`config.mk`:
```
export PLATFORM = sky130hd
export DESIGN_NAME = apb_interconnect
export DESIGN_NICKNAME = d
export VERILOG_FILES = /design/src/rtl/apb_interconnect.sv
export SDC_FILE = /design/constraint.sdc
export NUM_CORES = 1
export LEC_CHECK = 0
export ABC_AREA = 1
export BUFFER_PORTS_ARGS = -buffer_cell sky130_fd_sc_hd__buf_2
export CORE_MARGIN = 8
export CORE_UTILIZATION = 49
export CTS_BUF_LIST = sky130_fd_sc_hd__clkbuf_4 sky130_fd_sc_hd__clkbuf_8 sky130_fd_sc_hd__clkbuf_16
export DETAILED_ROUTE_END_ITERATION = 16
export PLACE_DENSITY_LB_ADDON = 0.25
export REMOVE_ABC_BUFFERS = 1
export SLEW_MARGIN = 30
export SYNTH_ARGS = -nofsm -noshare
export SYNTH_HDL_FRONTEND = slang
export SYNTH_SLANG_ARGS = --single-unit
```
`constraint.sdc`:
```
create_clock -name PCLK -period 3.3 [get_ports PCLK]
set_clock_uncertainty 0.2 [all_clocks]
set_input_delay 0.165 -clock PCLK [delete_from_list [all_inputs] [get_ports PCLK]]
set_output_delay 0.165 -clock PCLK [all_outputs]
set_load 0.01 [all_outputs]
```
`src/rtl/apb_interconnect.sv`:
```
// APB interconnect: one upstream completer port fanned out to NSLV downstream completers,
// with unmapped-region errors, a stall timeout and an internal error/status register block.
module apb_interconnect #(
  parameter int unsigned NSLV        = 4,
  parameter int unsigned ADDR_W      = 16,
  parameter int unsigned DATA_W      = 32,
  parameter int unsigned SEL_LSB     = 12,
  parameter int unsigned BASE_REGION = 0,
  parameter int unsigned STAT_REGION = 15,
  parameter int unsigned TIMEOUT     = 255
) (
  input  logic                   PCLK,
  input  logic                   PRESETn,
  input  logic                   s_psel,
  input  logic                   s_penable,
  input  logic                   s_pwrite,
  input  logic [ADDR_W-1:0]      s_paddr,
  input  logic [DATA_W-1:0]      s_pwdata,
  input  logic [DATA_W/8-1:0]    s_pstrb,
  output logic [DATA_W-1:0]      s_prdata,
  output logic                   s_pready,
  output logic                   s_pslverr,
  output logic [NSLV-1:0]        m_psel,
  output logic                   m_penable,
  output logic                   m_pwrite,
  output logic [ADDR_W-1:0]      m_paddr,
  output logic [DATA_W-1:0]      m_pwdata,
  output logic [DATA_W/8-1:0]    m_pstrb,
  input  logic [NSLV*DATA_W-1:0] m_prdata,
  input  logic [NSLV-1:0]        m_pready,
  input  logic [NSLV-1:0]        m_pslverr,
  output logic                   err_irq
);

  localparam int unsigned IDX_W  = 4;
  localparam int unsigned CNT_W  = 16;
  localparam int unsigned INFO_W = 12;

  typedef enum logic [1:0] {IDLE, SETUP, ACCESS} state_t;
  typedef enum logic [1:0] {TGT_UNMAP, TGT_SLV, TGT_STAT} tgt_t;

  state_t             state_q;
  state_t             phase;
  tgt_t               dec_kind;
  tgt_t               sel_kind_q;
  logic [IDX_W-1:0]   dec_idx;
  logic [IDX_W-1:0]   sel_idx_q;
  logic [31:0]        region;
  logic [CNT_W-1:0]   wcnt_q;
  logic [CNT_W-1:0]   tout_q;
  logic [CNT_W-1:0]   tcfg_q;
  logic [CNT_W-1:0]   err_cnt_q;
  logic [CNT_W-1:0]   err_cnt_d;
  logic [ADDR_W-1:0]  last_addr_q;
  logic [INFO_W-1:0]  last_info_q;
  logic               slv_rdy;
  logic               slv_err;
  logic [DATA_W-1:0]  slv_data;
  logic               tout_hit;
  logic               log_c;
  logic               log_tout;
  logic               stat_wr;
  logic [DATA_W-1:0]  stat_rdata;

  // Region decode of the live upstream address
  always_comb begin
    region   = 32'(s_paddr[ADDR_W-1:SEL_LSB]);
    dec_kind = TGT_UNMAP;
    dec_idx  = '0;
    if (region == STAT_REGION) dec_kind = TGT_STAT;
    for (int unsigned i = 0; i < NSLV; i++) begin
      if (region == BASE_REGION + i) begin
        dec_kind = TGT_SLV;
        dec_idx  = IDX_W'(i);
      end
    end
  end

  always_comb begin
    m_psel = '0;
    for (int unsigned i = 0; i < NSLV; i++)
      m_psel[i] = s_psel && (dec_kind == TGT_SLV) && (dec_idx == IDX_W'(i));
  end

  assign m_penable = s_penable;
  assign m_pwrite  = s_pwrite;
  assign m_paddr   = s_paddr;
  assign m_pwdata  = s_pwdata;
  assign m_pstrb   = s_pstrb;

  // Bus phase of the current cycle; SETUP is recognised from the live upstream controls
  always_comb begin
    phase = IDLE;
    if (state_q == ACCESS)          phase = ACCESS;
    else if (s_psel && !s_penable)  phase = SETUP;
  end

  // Response mux for the latched slave
  always_comb begin
    slv_rdy  = 1'b0;
    slv_err  = 1'b0;
    slv_data = '0;
    for (int unsigned i = 0; i < NSLV; i++) begin
      if (sel_idx_q == IDX_W'(i)) begin
        slv_rdy  = m_pready[i];
        slv_err  = m_pslverr[i];
        slv_data = m_prdata[i*DATA_W +: DATA_W];
      end
    end
  end

  // wcnt_q holds the number of stalled ACCESS cycles already elapsed
  assign tout_hit = (tout_q != '0) && ((17'(wcnt_q) + 17'd1) == 17'(tout_q)) && !slv_rdy;

  always_comb begin
    stat_rdata = '0;
    case (s_paddr[7:0])
      8'h00:   stat_rdata = DATA_W'(err_cnt_q);
      8'h04:   stat_rdata = DATA_W'(last_addr_q);
      8'h08:   stat_rdata = DATA_W'(last_info_q);
      8'h0C:   stat_rdata = DATA_W'(tcfg_q);
      default: stat_rdata = '0;
    endcase
  end

  always_comb begin
    s_pready  = 1'b0;
    s_pslverr = 1'b0;
    s_prdata  = '0;
    log_c     = 1'b0;
    log_tout  = 1'b0;
    if (phase == ACCESS) begin
      case (sel_kind_q)
        TGT_SLV: begin
          if (slv_rdy) begin
            s_pready  = 1'b1;
            s_pslverr = slv_err;
            s_prdata  = slv_data;
          end else if (tout_hit) begin
            s_pready  = 1'b1;
            s_pslverr = 1'b1;
            log_c     = 1'b1;
            log_tout  = 1'b1;
          end
        end
        TGT_STAT: begin
          s_pready = 1'b1;
          s_prdata = s_pwrite ? '0 : stat_rdata;
        end
        default: begin
          s_pready  = 1'b1;
          s_pslverr = 1'b1;
          log_c     = 1'b1;
        end
      endcase
    end
  end

  assign stat_wr = (phase == ACCESS) && (sel_kind_q == TGT_STAT) && s_pwrite;

  always_comb begin
    err_cnt_d = err_cnt_q;
    if (log_c && (err_cnt_q != '1))        err_cnt_d = err_cnt_q + CNT_W'(1);
    if (stat_wr && (s_paddr[7:0] == 8'h00)) err_cnt_d = '0;
  end

  always_ff @(posedge PCLK or negedge PRESETn) begin
    if (!PRESETn) begin
      state_q     <= IDLE;
      sel_kind_q  <= TGT_UNMAP;
      sel_idx_q   <= '0;
      wcnt_q      <= '0;
      tout_q      <= CNT_W'(TIMEOUT);
      tcfg_q      <= CNT_W'(TIMEOUT);
      err_cnt_q   <= '0;
      last_addr_q <= '0;
      last_info_q <= '0;
      err_irq     <= 1'b0;
    end else begin
      case (phase)
        SETUP: begin
          state_q    <= ACCESS;
          sel_kind_q <= dec_kind;
          sel_idx_q  <= dec_idx;
          wcnt_q     <= '0;
          tout_q     <= tcfg_q;
        end
        ACCESS: begin
          if (s_pready || !s_psel) begin
            state_q <= IDLE;
            wcnt_q  <= '0;
          end else begin
            wcnt_q  <= wcnt_q + CNT_W'(1);
          end
        end
        default: state_q <= IDLE;
      endcase

      err_cnt_q <= err_cnt_d;
      err_irq   <= (err_cnt_d != '0);

      if (log_c) begin
        last_addr_q <= s_paddr;
        last_info_q <= {sel_idx_q, 6'b0, s_pwrite, log_tout};
      end

      if (stat_wr && (s_paddr[7:0] == 8'h0C)) begin
        if (s_pstrb[0]) tcfg_q[7:0]  <= s_pwdata[7:0];
        if (s_pstrb[1]) tcfg_q[15:8] <= s_pwdata[15:8];
      end
    end
  end

endmodule

```
Word level (Yosys, flattened, before mapping)
Cells that the tools add are included.
Word-level totals
  logic and storage cells: 107
  output and inout port bits: 93
  memories kept: 0
  register bits after elaboration: 95
  bits in writable memories: 0
  ROM bits: 0
  latch bits: 0
  input bits: 193
Cells by class
  eq/ne operators: 22
  reductions and logical operators: 26
  add/sub/neg operators: 3
  multiplexer cells: 45
  $mul: 0
  shift operators: 0
  bitwise logic cells: 0
  magnitude comparators: 0
  divide/modulo/power cells: 0
Operators by type and width (number)
  2-to-1 mux 32 bit: 7
  case mux 16 bit (4 select lines): 1
  case mux 32 bit (2 select lines): 1
  2-to-1 mux 16 bit: 3
  adder 16 x 1 -> 16 bit, second input constant: 2
  case mux 16 bit (2 select lines): 1
  nonzero test 16 bit: 2
  == test 4 x 2 -> 1 bit, second input constant: 6
  2-to-1 mux 1 bit: 20
  adder 16 x 1 -> 17 bit, second input constant: 1
  == test 17 x 16 -> 1 bit: 1
  == test 8 x 4 -> 1 bit, second input constant: 2
  inequality test 16 bit, second input constant: 1
  2-to-1 mux 2 bit: 7
  logical AND 1 bit: 13
  == test 4 x 1 -> 1 bit, second input constant: 3
  zero test 4 bit: 3
  == test 8 x 3 -> 1 bit, second input constant: 1
  zero test 8 bit: 1
  2-to-1 mux 4 bit: 2
  == test 2 x 1 -> 1 bit, second input constant: 3
  == test 2 bit, second input constant: 3
  == test 4 bit, second input constant: 1
  case mux 1 bit (2 select lines): 2
  other kinds (6): 9

Depth between registers and ports, before layout
  word-level depth: 15
  gate-level depth with buffers: 24
  depth with buffers taken out: 22

Worst setup path after synthesis
OpenSTA, ideal clock, no wires.
  path kind: reg2reg
  start point: register wcnt_q[0]
  end point: register err_irq
  cell stages (with the launch flop): 23
  path slack: 0.757 ns
  arrival: 2.225 ns
  path buffers: 2
  cell sequence: dfrtp_1 > ha_1 > nand3_1 > nor2_2 > nand2_1 > nand2_1 > nand2_1 > nand2_1 > nand2_1 > nor2_1 > nand2_1 > nor2_2 > nand3_2 > nand2_2 > buf_6 > buf_6 > nand4_1 > nand3_1 > nand2_1 > clkinv_1 > nand2_1 > nor2_1 > nand2_1
On the way
  longest elaborated chain between the ends: 12
RTL lines
  from (decl): line 49  | logic [CNT_W-1:0] wcnt_q;
  from (signal assigned): line 193  | wcnt_q <= wcnt_q + CNT_W'(1);
  adder 16 x 1 -> 17 bit: line 113  | assign tout_hit = (tout_q != '0) && ((17'(wcnt_q) + 17'd1) == 17'(tout_q)) && !slv_rdy;
  == test 17 x 16 -> 1 bit: line 113
  logical AND 1 bit (2 in a row): line 113
  2-to-1 mux 1 bit: line 139  | end else if (tout_hit) begin
  2-to-1 mux 1 bit: line 135  | if (slv_rdy) begin
  case mux 1 bit (2 select lines): line 133  | case (sel_kind_q)
  2-to-1 mux 1 bit: line 132  | if (phase == ACCESS) begin
  logical AND 1 bit: line 163  | if (log_c && (err_cnt_q != '1)) err_cnt_d = err_cnt_q + CNT_W'(1);
  2-to-1 mux 16 bit: line 163
  2-to-1 mux 16 bit: line 164  | if (stat_wr && (s_paddr[7:0] == 8'h00)) err_cnt_d = '0;
  nonzero test 16 bit: line 200  | err_irq <= (err_cnt_d != '0);
  to (signal assigned): line 200
  to (decl): line 32  | output logic err_irq
No other way between the ends.
A chain may end at the register's enable or synchronous reset.

Worst setup path in the final report
  start point: register wcnt_q[1]
  end point: output port s_pslverr
On the way
  longest elaborated chain between the ends: 8
RTL lines
  adder 16 x 1 -> 17 bit: line 113
  == test 17 x 16 -> 1 bit: line 113
  logical AND 1 bit (2 in a row): line 113
  2-to-1 mux 1 bit: line 139
  2-to-1 mux 1 bit: line 135
  case mux 1 bit (2 select lines): line 133
  2-to-1 mux 1 bit: line 132
  to (decl): line 22  | output logic s_pslverr,
No other way between the ends.

==> results by group <==
Outcome
  • Outcome: finished clean

Synth
  • Most numerous cell in the Yosys netlist: nand2_1
  • Post-synthesis cell area: 6880 µm²
  • Syn_area_per_cell: 6.61 µm²
  • Synth warn: 0
  • Register area share after synthesis: 33.0%
  • FF+latch count, synth: 90
  • Synth cell count leaders: nand2_1, inv_1, nor2_1, o21ai_0, dfrtp_1
  • Post-synth EDFFs: 0
  • Synth top area cells: dfrtp_1, nand2_1, inv_1
  • Dominant cell type by area after synthesis: dfrtp_1
  • Netlist cell types: 44
  • Synthesized instance count: 1042
  • Share of the synthesized area in the top cell type: 26.9%
  • Synth Flop Type: dfrtp_1
  • Ys async rst share: 100%

CTS
  • Clk Latency, worst-skew pair: 0.35 ns
  • Clock root cell: clkbuf_16
  • Clk slew on worst S/H paths: 0.06 ns
  • Longest Clk Path Bufs: 2
  • TritonCTS Sinks: 90
  • CTS tree: yes
  • H-tree depth: 3
  • Inserted Clock Buffers: 9

Timing
  • Pin slew with the least headroom to its limit: 0.705 ns
  • Max-slew violations: 0
  • Final Setup Violations: 0
  • Final min period: 3.15 ns
  • Rel. slew slack: 53.0%
  • RSZ-0062 raised after global routing: true
  • Setup TNS: 0 ns
  • Final Hold Fails: 0
  • Setup WS post-layout: 0.148 ns
  • Period utilization: 95.5%
  • Highest clock rate: 317 MHz

Worst setup path
  • Critical path type: flip-flop to output pin
  • Crit path required time: 2.93 ns
  • CP max-delay cell: dfrtp_1
  • Delay-heaviest family, CP: simple AND/OR/NAND/NOR gates
  • Flop-to-flop setup slack: 0.30 ns
  • Critical Path Fanout Max: 12
  • Max stage delay on crit path: 0.41 ns
  • Crit start category: flip-flop
  • CP startpoint: wcnt_q[1]$_DFFE_PN0P_
  • Worst reg2reg path depth: 20
  • FF-to-FF End: err_irq$_DFF_PN0_
  • Worst r2r src: wcnt_q[1]$_DFFE_PN0P_
  • CP Capture Type: output pin
  • Worst path bufs/invs: 2
  • Crit path arrival time: 2.79 ns
  • Critical path cell sequence: ha_2 -> nand3_1 -> nor2_2 -> nand4_1 -> nand3_1 -> nand2_1 -> nor2_1 -> nand2_1 -> nor2_1 -> nand3_2 -> nand2_2 -> nand2_2 -> buf_4 -> o31ai_1 -> buf_2

Power
  • Switching share of power: 37.1%
  • P_sw: 1.47 mW
  • Int Power: 2.49 mW
  • Flop pwr share: 38.0%
  • Leak pwr: 4.53 nW
  • Clock Power Share: 28.9%
  • Maximum VDD drop: 0.000299 V
  • Gate power share: 33.1%
  • PwrDens: 457 nW/µm²

Drt
  • Wire length per cell: 17.7 µm
  • Routed wl met2: 12600 µm
  • Initial DRC count: 688
  • Max Used Layer: met4
  • WL met3: 2190 µm
  • Vias per inst: 5.42
  • Drt first pass iters: 6
  • # DRC: 0
  • Vias: 7885
  • Antenna-violating nets left: 0
  • Met1 wire length: 9990 µm
  • Final WL: 25700 µm

Run
  • # Max-Cap Violations: 0

Final layout
  • Finished Cell Area: 8650 µm²
  • Layout area overhead: 25.7%
  • Share of cells above drive strength 1: 25.5%
  • Final core occ: 62.6%
  • Number of nets in the layout: 1463

Die
  • Core area: 13800 µm²
  • Row count: 43
  • Chip Height: 135 µm
  • Die area: 18100 µm²
  • I/O pins: 286
  • Die width: 135 µm
  • Initial Utilization: 49.8%

Global routing
  • Vias in the first global route: 7862
  • Remaining global-route overflow: 0
  • Global-route wire length before repair: 40800 µm
  • Largest net degree at the start of global routing: 54
  • Initial antenna violation count: 2
  • GRT Total Usage: 28.3%

Placement
  • RD Place Congestion: 0.940
  • Area after DPL: 7960 µm²
  • Worst slack, placed: 0.365 ns
  • Port bufs: 249
  • DP Wirelength: 20000 µm

Worst hold path
  • Worst hold path endpoint: sel_idx_q[0]$_DFFE_PN0P_
  • Hold Path Stages: 3
  • HP Start: s_paddr[12]
  • HP Class: input pin to flip-flop
-- cells in the final DEF, fill, tap and decap left out, types with 4 or more instances in the layout --
| cell type | instances |
|---|---|
| a21oi_1 | 29 |
| xor2_1 | 4 |
| clkinv_1 | 5 |
| o221ai_1 | 26 |
| dfstp_2 | 16 |
| buf_2 | 248 |
| buf_4 | 26 |
| nand2_1 | 242 |
| nor2_1 | 108 |
| nor3_1 | 21 |
| inv_1 | 155 |
| nand4_1 | 36 |
| a32oi_1 | 8 |
| a221oi_1 | 7 |
| clkbuf_16 | 9 |
| dlygate4sd3_1 | 35 |
| a211oi_1 | 9 |
| dfrtp_1 | 74 |
| o22ai_1 | 11 |
| nand3_1 | 66 |
| o21ai_0 | 86 |
-- registers in the layout, indices dropped and copies added (netlist names) --
| signal | count |
|---|---|
| err_cnt_q | 16 |
| last_info_q | 4 |
| tout_q | 16 |
| last_addr_q | 16 |
| tcfg_q | 16 |
| sel_idx_q | 2 |
| wcnt_q | 16 |
| err_irq | 1 |
| state_q | 1 |
| sel_kind_q | 2 |
-- worst max path at each step --
stage / to / slack (ns) / cells past startpoint
floorplan: last_addr_q[0]$_DFFE_PN0P_ / -0.88 / 9
global placement: s_pslverr / 0.38 / 15
detailed placement: err_irq$_DFF_PN0_ / 0.37 / 20
CTS: s_pslverr / 0.14 / 15
global route: s_pslverr / -0.13 / 15
finish: s_pslverr / 0.15 / 15
-- logic make-up after synthesis --
family	after synthesis	share of synthesized area, %
flip-flops	90	33.0
adder cells (fa/ha/maj)	4	0.727
buffers and inverters	258	17.4
AO/OA/AOI/OAI	193	17.5
AND/OR/NAND/NOR	492	30.7
XOR/XNOR	5	0.636
-- power groups by stage --
stage | Combinational (mW) | Clock (mW) | Sequential (mW)
after floorplan | 0.798 | 0 | 1.47
after global placement | 1.24 | 0 | 1.51
after detailed placement | 1.25 | 0 | 1.51
after CTS | 1.29 | 1.15 | 1.50
after global routing | 1.49 | 1.20 | 1.53
final | 1.31 | 1.14 | 1.50
-- tightest hold or removal path: stages --
cell and delay [ns]:
buf_2 0.13, inv_1 0.12, o22ai_1 0.15
-- metal layers --
metal  vias to the layer above  GRT usage, %
met3                        66          6.91
li1                       3844             -
met4                         0          13.5
met2                       377          47.0
met1                      3598          33.6
met5                         -         0.583
-- per-stage QoR --
| step | power (mW) | hold WS (ns) | cells |
|---|---|---|---|
| after global routing | 4.22 | 0.0853 | 1453 |
| after detailed placement | 2.76 | 0.0605 | 1400 |
| after global placement | 2.75 | 0.0577 | 1400 |
| final | 3.95 | 0.0651 | 1454 |
| after CTS | 3.94 | 0.0462 | 1451 |
| after floorplan | 2.26 | -0.331 | 946 |
-- area by class of cell --
class / instances / area (µm²)
clock inverter: 5 / 77.6
sequential: 90 / 2270
antenna: 3 / 7.51
timing repair buffer: 309 / 1790
inverter: 162 / 608
multi-input combinational: 694 / 3430
clock buffer: 11 / 246
fill: 1298 / 5170
tap: 180 / 225
-- timing repair --
| action | 4_1_cts | 5_1_grt |
|---|---|---|
| buffers inserted | 0 | 0 |
| setup endpoints to repair | 1 | 13 |
| hold buffers | 35 | 0 |
| endpoints found under the hold margin | 82 | 0 |
| gates cloned | 0 | 0 |
| resized for setup | 1 | 2 |
No activity file was read; power rests on OpenSTA's default activity.
